### src/rtl/simplerisc_pkg.sv
// rtl/simplerisc_pkg.sv - shared SimpleRISC constants and fetch FSM state type
package simplerisc_pkg;

    localparam int XLEN   = 32;
    localparam int OP_MSB = 31;
    localparam int OP_LSB = 27;
    localparam int I_BIT  = 26;
    localparam int PC_INC = 4;

    typedef enum logic [1:0] {
        REQ  = 2'd0,
        WAIT = 2'd1,
        HOLD = 2'd2
    } fetch_state_t;

endpackage

### src/rtl/fetch_stage_if.sv
// rtl/fetch_stage_if.sv - instruction memory request/response bus
interface fetch_stage_if #(
    parameter int XLEN = simplerisc_pkg::XLEN
);

    logic            imem_req;
    logic [XLEN-1:0] imem_addr;
    logic            imem_gnt;
    logic            imem_rvalid;
    logic [XLEN-1:0] imem_rdata;

    modport master (
        output imem_req,
        output imem_addr,
        input  imem_gnt,
        input  imem_rvalid,
        input  imem_rdata
    );

    modport slave (
        input  imem_req,
        input  imem_addr,
        output imem_gnt,
        output imem_rvalid,
        output imem_rdata
    );

endinterface

### src/rtl/if_of_latch.sv
// rtl/if_of_latch.sv - IF/OF output register with a one-entry skid buffer
module if_of_latch #(
    parameter int XLEN = 32
) (
    input  logic            clk,
    input  logic            reset,
    input  logic            flush,
    input  logic            load,
    input  logic            skid_wr,
    input  logic            skid_to_out,
    input  logic            of_stall,
    input  logic [XLEN-1:0] in_inst,
    input  logic [XLEN-1:0] in_pc,
    output logic            valid,
    output logic [XLEN-1:0] inst,
    output logic [XLEN-1:0] pc
);

    logic            skid_valid;
    logic [XLEN-1:0] skid_inst;
    logic [XLEN-1:0] skid_pc;

    always_ff @(posedge clk or posedge reset) begin
        if (reset) begin
            valid      <= 1'b0;
            inst       <= '0;
            pc         <= '0;
            skid_valid <= 1'b0;
            skid_inst  <= '0;
            skid_pc    <= '0;
        end else if (flush) begin
            valid      <= 1'b0;
            skid_valid <= 1'b0;
        end else if (load) begin
            valid <= 1'b1;
            inst  <= in_inst;
            pc    <= in_pc;
        end else if (skid_to_out && skid_valid) begin
            valid      <= 1'b1;
            inst       <= skid_inst;
            pc         <= skid_pc;
            skid_valid <= 1'b0;
        end else begin
            // skid_wr only happens while stalled, so the output stays put
            if (skid_wr) begin
                skid_valid <= 1'b1;
                skid_inst  <= in_inst;
                skid_pc    <= in_pc;
            end
            if (!of_stall) begin
                valid <= 1'b0;
            end
        end
    end

endmodule

### src/rtl/fetch_stage.sv
// rtl/fetch_stage.sv - SimpleRISC instruction fetch: PC, single-outstanding imem handshake, IF/OF latch
module fetch_stage #(
    parameter int              XLEN     = simplerisc_pkg::XLEN,
    parameter logic [XLEN-1:0] RESET_PC = '0
) (
    input  logic            clk,
    input  logic            reset,
    fetch_stage_if.master   imem,
    input  logic            of_stall,
    input  logic            br_taken,
    input  logic [XLEN-1:0] br_target,
    output logic            valid_o,
    output logic [XLEN-1:0] inst_o,
    output logic [XLEN-1:0] pc_o,
    output logic [5:0]      opcodeI_o
);

    import simplerisc_pkg::*;

    localparam logic [XLEN-1:0] RESET_ALIGNED = RESET_PC & ~XLEN'(3);

    fetch_state_t    state, state_nxt;
    logic [XLEN-1:0] fetch_pc, fetch_pc_nxt;
    logic [XLEN-1:0] inflight_pc, inflight_pc_nxt;
    logic            kill, kill_nxt;
    logic [XLEN-1:0] br_aligned;
    logic            latch_free;
    logic            load, skid_wr, skid_to_out, flush;

    assign br_aligned     = br_target & ~XLEN'(3);
    assign latch_free     = !valid_o || !of_stall;
    assign imem.imem_req  = (state == REQ) && !reset;
    assign imem.imem_addr = fetch_pc;
    assign opcodeI_o      = {inst_o[OP_MSB:OP_LSB], inst_o[I_BIT]};

    always_ff @(posedge clk or posedge reset) begin
        if (reset) begin
            state       <= REQ;
            fetch_pc    <= RESET_ALIGNED;
            inflight_pc <= '0;
            kill        <= 1'b0;
        end else begin
            state       <= state_nxt;
            fetch_pc    <= fetch_pc_nxt;
            inflight_pc <= inflight_pc_nxt;
            kill        <= kill_nxt;
        end
    end

    always_comb begin
        state_nxt       = state;
        fetch_pc_nxt    = fetch_pc;
        inflight_pc_nxt = inflight_pc;
        kill_nxt        = kill;
        load            = 1'b0;
        skid_wr         = 1'b0;
        skid_to_out     = 1'b0;
        flush           = br_taken;

        case (state)
            REQ: begin
                if (imem.imem_gnt) begin
                    state_nxt = WAIT;
                    if (br_taken) begin
                        kill_nxt     = 1'b1;
                        fetch_pc_nxt = br_aligned;
                    end else begin
                        inflight_pc_nxt = fetch_pc;
                        fetch_pc_nxt    = fetch_pc + XLEN'(PC_INC);
                    end
                end else if (br_taken) begin
                    fetch_pc_nxt = br_aligned;
                end
            end
            WAIT: begin
                if (br_taken) begin
                    fetch_pc_nxt = br_aligned;
                    // a response landing with the redirect is dropped outright
                    if (imem.imem_rvalid) begin
                        kill_nxt  = 1'b0;
                        state_nxt = REQ;
                    end else begin
                        kill_nxt = 1'b1;
                    end
                end else if (imem.imem_rvalid) begin
                    if (kill) begin
                        kill_nxt  = 1'b0;
                        state_nxt = REQ;
                    end else if (latch_free) begin
                        load      = 1'b1;
                        state_nxt = REQ;
                    end else begin
                        skid_wr   = 1'b1;
                        state_nxt = HOLD;
                    end
                end
            end
            HOLD: begin
                if (br_taken) begin
                    fetch_pc_nxt = br_aligned;
                    state_nxt    = REQ;
                end else if (!of_stall) begin
                    skid_to_out = 1'b1;
                    state_nxt   = REQ;
                end
            end
            default: state_nxt = REQ;
        endcase
    end

    if_of_latch #(
        .XLEN(XLEN)
    ) u_latch (
        .clk        (clk),
        .reset      (reset),
        .flush      (flush),
        .load       (load),
        .skid_wr    (skid_wr),
        .skid_to_out(skid_to_out),
        .of_stall   (of_stall),
        .in_inst    (imem.imem_rdata),
        .in_pc      (inflight_pc),
        .valid      (valid_o),
        .inst       (inst_o),
        .pc         (pc_o)
    );

endmodule

### src/flat_wrapper.sv
// flat-port wrapper written by rule: the top's interface ports become plain ports
module fetch_stage_flat import simplerisc_pkg::*;
#(
    parameter int              XLEN     = simplerisc_pkg::XLEN,
    parameter logic [XLEN-1:0] RESET_PC = '0
)
  (clk, reset, of_stall, br_taken, br_target, valid_o, inst_o, pc_o, opcodeI_o, imem_imem_req, imem_imem_addr, imem_imem_gnt, imem_imem_rvalid, imem_imem_rdata);
  fetch_stage_if #(.XLEN(XLEN)) imem_i ();
  input  logic clk;
  input  logic reset;
  input  logic of_stall;
  input  logic br_taken;
  input  logic [XLEN-1:0] br_target;
  output logic valid_o;
  output logic [XLEN-1:0] inst_o;
  output logic [XLEN-1:0] pc_o;
  output logic [5:0] opcodeI_o;
  output wire logic [$bits(imem_i.imem_req)-1:0] imem_imem_req;
  output wire logic [$bits(imem_i.imem_addr)-1:0] imem_imem_addr;
  input wire logic [$bits(imem_i.imem_gnt)-1:0] imem_imem_gnt;
  input wire logic [$bits(imem_i.imem_rvalid)-1:0] imem_imem_rvalid;
  input wire logic [$bits(imem_i.imem_rdata)-1:0] imem_imem_rdata;
  assign imem_imem_req = imem_i.imem_req;
  assign imem_imem_addr = imem_i.imem_addr;
  assign imem_i.imem_gnt = imem_imem_gnt;
  assign imem_i.imem_rvalid = imem_imem_rvalid;
  assign imem_i.imem_rdata = imem_imem_rdata;
  fetch_stage #(.XLEN(XLEN), .RESET_PC(RESET_PC)) u_core (.clk(clk), .reset(reset), .imem(imem_i), .of_stall(of_stall), .br_taken(br_taken), .br_target(br_target), .valid_o(valid_o), .inst_o(inst_o), .pc_o(pc_o), .opcodeI_o(opcodeI_o));
endmodule
### config.mk
export PLATFORM = sky130hd
export DESIGN_NAME = fetch_stage_flat
export DESIGN_NICKNAME = d
export VERILOG_FILES = /design/src/rtl/simplerisc_pkg.sv /design/src/rtl/fetch_stage_if.sv /design/src/rtl/if_of_latch.sv /design/src/rtl/fetch_stage.sv /design/src/flat_wrapper.sv
export SDC_FILE = /design/constraint.sdc
export NUM_CORES = 1
export LEC_CHECK = 0
export CORE_AREA = 2 2 144 146
export DETAILED_ROUTE_END_ITERATION = 8
export DIE_AREA = 0 0 146 148
export PLACE_DENSITY = 0.7
export SETUP_SLACK_MARGIN = 0.02
export SLEW_MARGIN = 10
export SYNTH_ARGS = -nofsm -noshare
export SYNTH_HDL_FRONTEND = slang
export SYNTH_SLANG_ARGS = --single-unit
### constraint.sdc
create_clock -name clk -period 13.3 [get_ports clk]
set_input_delay 2.66 -clock clk [delete_from_list [all_inputs] [get_ports clk]]
set_output_delay 2.66 -clock clk [all_outputs]
set_load 0.01 [all_outputs]
==> results.json <==
{
  "outcome": "complete, no violations",
  "place_area_um2": 10760,
  "track_usage_pct": 19.95,
  "powerDensity_nw_per_um2": 161.0,
  "cp_num_cells": 3,
  "cts_setup_buffers": 0,
  "regToRegSetupSlack_ps": 10400,
  "vias": 6430,
  "routedWlPerCell_um": 17.51,
  "cts_buffer_depth": 2,
  "synthTopCellsByArea": "dfrtp_1 55%, mux2_2 12%, mux2i_1 7.3%, o21ai_0 4.7%, nand2_1 4.0%",
  "critical_path.max_fanout": 2,
  "firstDrtPassIters": 5,
  "slew_violations": 0,
  "max-cap-violations": 0,
  "pin_count": 174,
  "final_cell_mix": "197 x dfrtp_1, 171 x clkdlybuf4s50_1, 95 x mux2_2, 94 x nand2_1, 83 x o21ai_0",
  "cts.sinks": 197,
  "fillCellCount": 1769,
  "ant_nets": 0,
  "reg2regPathDepth": 7,
  "syn_nets": 844,
  "end_kind": "output port",
  "crit_type": "in2out",
  "grt_start_max_net_pins": 141,
  "gr-total-overflow": 0,
  "cts-root-buf": "clkbuf_16",
  "die_w_um": 146,
  "tightest_slew_ps": 1157,
  "antennaDiodeCount": 0,
  "hpwl_mm": 13.56,
  "cp-start-kind": "primary input",
  "regToRegEndpoint": "u_core.u_latch.inst[9]$_DFFE_PP0P_",
  "cp_common_cell": "clkdlybuf4s50_1",
  "numCtsBuffers": 17,
  "setup-violations-final": 0,
  "mostFrequentLayoutCell": "dfrtp_1",
  "yosysTopAreaCell": "dfrtp_1",
  "async_flop_share_pct": 100.0,
  "vias_per_cell": 5.376,
  "portBuffers": 171,
  "p_total_mw": 1.828,
  "clock_latency_ps": 430,
  "syn_area_um2": 8922,
  "cts_htree_levels": 4,
  "final-seq-area_um2": 4930,
  "worst_hold_path_type": "reg2reg",
  "antenna_found_initial": 1,
  "area_growth_pct": 27.26,
  "critPathCapture": "imem_imem_req",
  "cts_hold_buf": 0,
  "initial_core_util_pct": 44.52,
  "vdd_drop_max_v": 0.00009830,
  "synth.avg_cell_area_um2": 11.60,
  "cts_resized": 0,
  "final_area_um2": 11350,
  "coreArea_um2": 20040,
  "final_nets": 988,
  "rsz0062_at_grt": "false",
  "p_leak_nw": 5.329,
  "dieArea_um2": 21610,
  "cpLargestDelayFamily": "buffers and inverters",
  "synth-seq-cells": 197,
  "fp.dieH_um": 148,
  "worstPathCellList": "clkdlybuf4s50_1 > nor2_1 > clkdlybuf4s50_1",
  "path_clk_slew_ps": 70,
  "hold_viol": 0,
  "cts_tree": "built",
  "grt_pass1_vias": 6385,
  "yosysTopAreaCellShare_pct": 55.25,
  "arrival_ps": 3840,
  "yosysWarnings": 0,
  "cp_slowest_cell": "clkdlybuf4s50_1",
  "routed_wl_mm": 20.95,
  "worstSetupStartpoint": "reset",
  "netlist_instances": 769,
  "worstPathRequired_ps": 10640,
  "drive_above_1_share_pct": 16.09,
  "min_period_over_period_pct": 48.89,
  "setup_tns_ps": 0,
  "fin_skew_ps": 10.19,
  "timing.rr.start": "u_core.state[1]$_DFFE_PP0P_",
  "synth-edff-count": 0,
  "cp_slowest_stage_delay_ps": 540,
  "ys_dominant_reg_cell": "dfrtp_1",
  "synth_seq_area_share_pct": 55.25,
  "multi_input_area_um2": 3702,
  "yosysUniqueCellTypes": 60,
  "grt_pass1_wl_mm": 34.14,
  "row_count": 52,
  "route.detailed.drc": 0,
  "drt_iter0_markers": 332,
  "gp_congestion": 0.8366,
  "crit_buf_inv": 2,
  "period_needed_ps": 6503,
  "max_freq_mhz": 153.8,
  "relSlewSlack_pct": 22.83
}
-- report_power, final --
group	total (mW)	switching, mW	leakage (nW)	internal (mW)
Clock	0.522	0.225	0.281	0.297
Sequential	0.845	0.102	2.61	0.742
Combinational	0.461	0.202	2.43	0.260
Total	1.83	0.529	5.33	1.30
-- sequential cells by signal, summed over array words and instances (netlist names) --
signal / flops
u_core.u_latch.skid_pc: 32
u_core.u_latch.skid_valid: 1
u_core.inflight_pc: 32
u_core.state: 2
u_core.kill: 1
u_core.u_latch.inst: 32
u_core.imem.imem_addr: 32
u_core.u_latch.pc: 32
u_core.u_latch.skid_inst: 32
u_core.u_latch.valid: 1
-- per-layer routing --
metal | global-route usage, % | share of wire, % | up-vias
li1 | - | - | 3048
met1 | 28.62 | 48 | 3167
met2 | 30.73 | 46 | 194
met3 | 3.920 | 5.1 | 19
met4 | 6.408 | 0.94 | 2
met5 | 0 | 0.062 | -
-- per-stage QoR --
stage / util (%) / instances / hold WS (ps) / setup WS, ps
after floorplan: - / 769 / 466.8 / 5271
after global placement: 53.72 / 1164 / 460.2 / 6799
after detailed placement: 53.72 / 1164 / 469.3 / 6812
after CTS: 56.66 / 1196 / 484.4 / 6798
after global routing: 56.66 / 1196 / 501.2 / 6736
final: 56.66 / 1196 / 476.6 / 6797
-- synthesized netlist by cell type (2+ instances only) --
cell / number
inv_1: 9
nor3_1: 5
nand3b_1: 2
and3_2: 3
a22oi_1: 18
nand3_1: 25
a211oi_1: 3
a31oi_1: 2
or4_1: 3
and4_1: 3
a22o_1: 2
buf_2: 18
buf_1: 4
o22ai_1: 4
o2bb2ai_1: 2
clkbuf_1: 19
nor2_1: 23
nor4_4: 2
nand4_1: 7
mux2_2: 95
nand2b_1: 3
o211ai_1: 4
and2_1: 5
mux2i_1: 65
dfrtp_1: 197
a21oi_1: 11
o21ai_0: 83
nor2b_1: 5
nor4_1: 2
ha_1: 5
a41oi_1: 2
buf_4: 6
nand2_1: 95
a32oi_1: 2
and3_1: 3
o311ai_0: 3
a311oi_1: 2
or3_1: 3
clkbuf_8: 3
-- worst min-delay path, stage by stage, from the launching register on --
cell and delay, ps:
dfrtp_1 340, nand2_1 40, o21ai_0 60
-- cells by family after synthesis --
group | synth area share, %
simple gates | 11.11
flops | 55.25
mux | 19.28
compound gates | 10.17
buf+inv | 3.492
fa+ha+maj | 0.7012
-- cell type report --
cell class,instances,share of cell area [%]
clock buffer,20,3.846
clock inverter,12,1.355
inverter,10,0.3967
multi-input combinational,511,32.61
sequential,197,43.42
tap,270,2.975
timing repair buffer,176,15.41
-- worst min-delay path by stage --
stage                                             startpoint                                 end  slack, ps  cells past startpoint
after floorplan           u_core.inflight_pc[11]$_DFFE_PP0P_  u_core.inflight_pc[11]$_DFFE_PP0P_        470                      2
after global placement    u_core.u_latch.inst[0]$_DFFE_PP0P_  u_core.u_latch.inst[0]$_DFFE_PP0P_        460                      2
after detailed placement   u_core.u_latch.pc[12]$_DFFE_PP0P_   u_core.u_latch.pc[12]$_DFFE_PP0P_        470                      2
after CTS                  u_core.u_latch.pc[12]$_DFFE_PP0P_   u_core.u_latch.pc[12]$_DFFE_PP0P_        480                      2
after global routing       u_core.u_latch.pc[12]$_DFFE_PP0P_   u_core.u_latch.pc[12]$_DFFE_PP0P_        500                      2
final                       u_core.u_latch.pc[1]$_DFFE_PP0P_    u_core.u_latch.pc[1]$_DFFE_PP0P_        480                      2
Note: power is estimated with default switching activity, not from simulation.
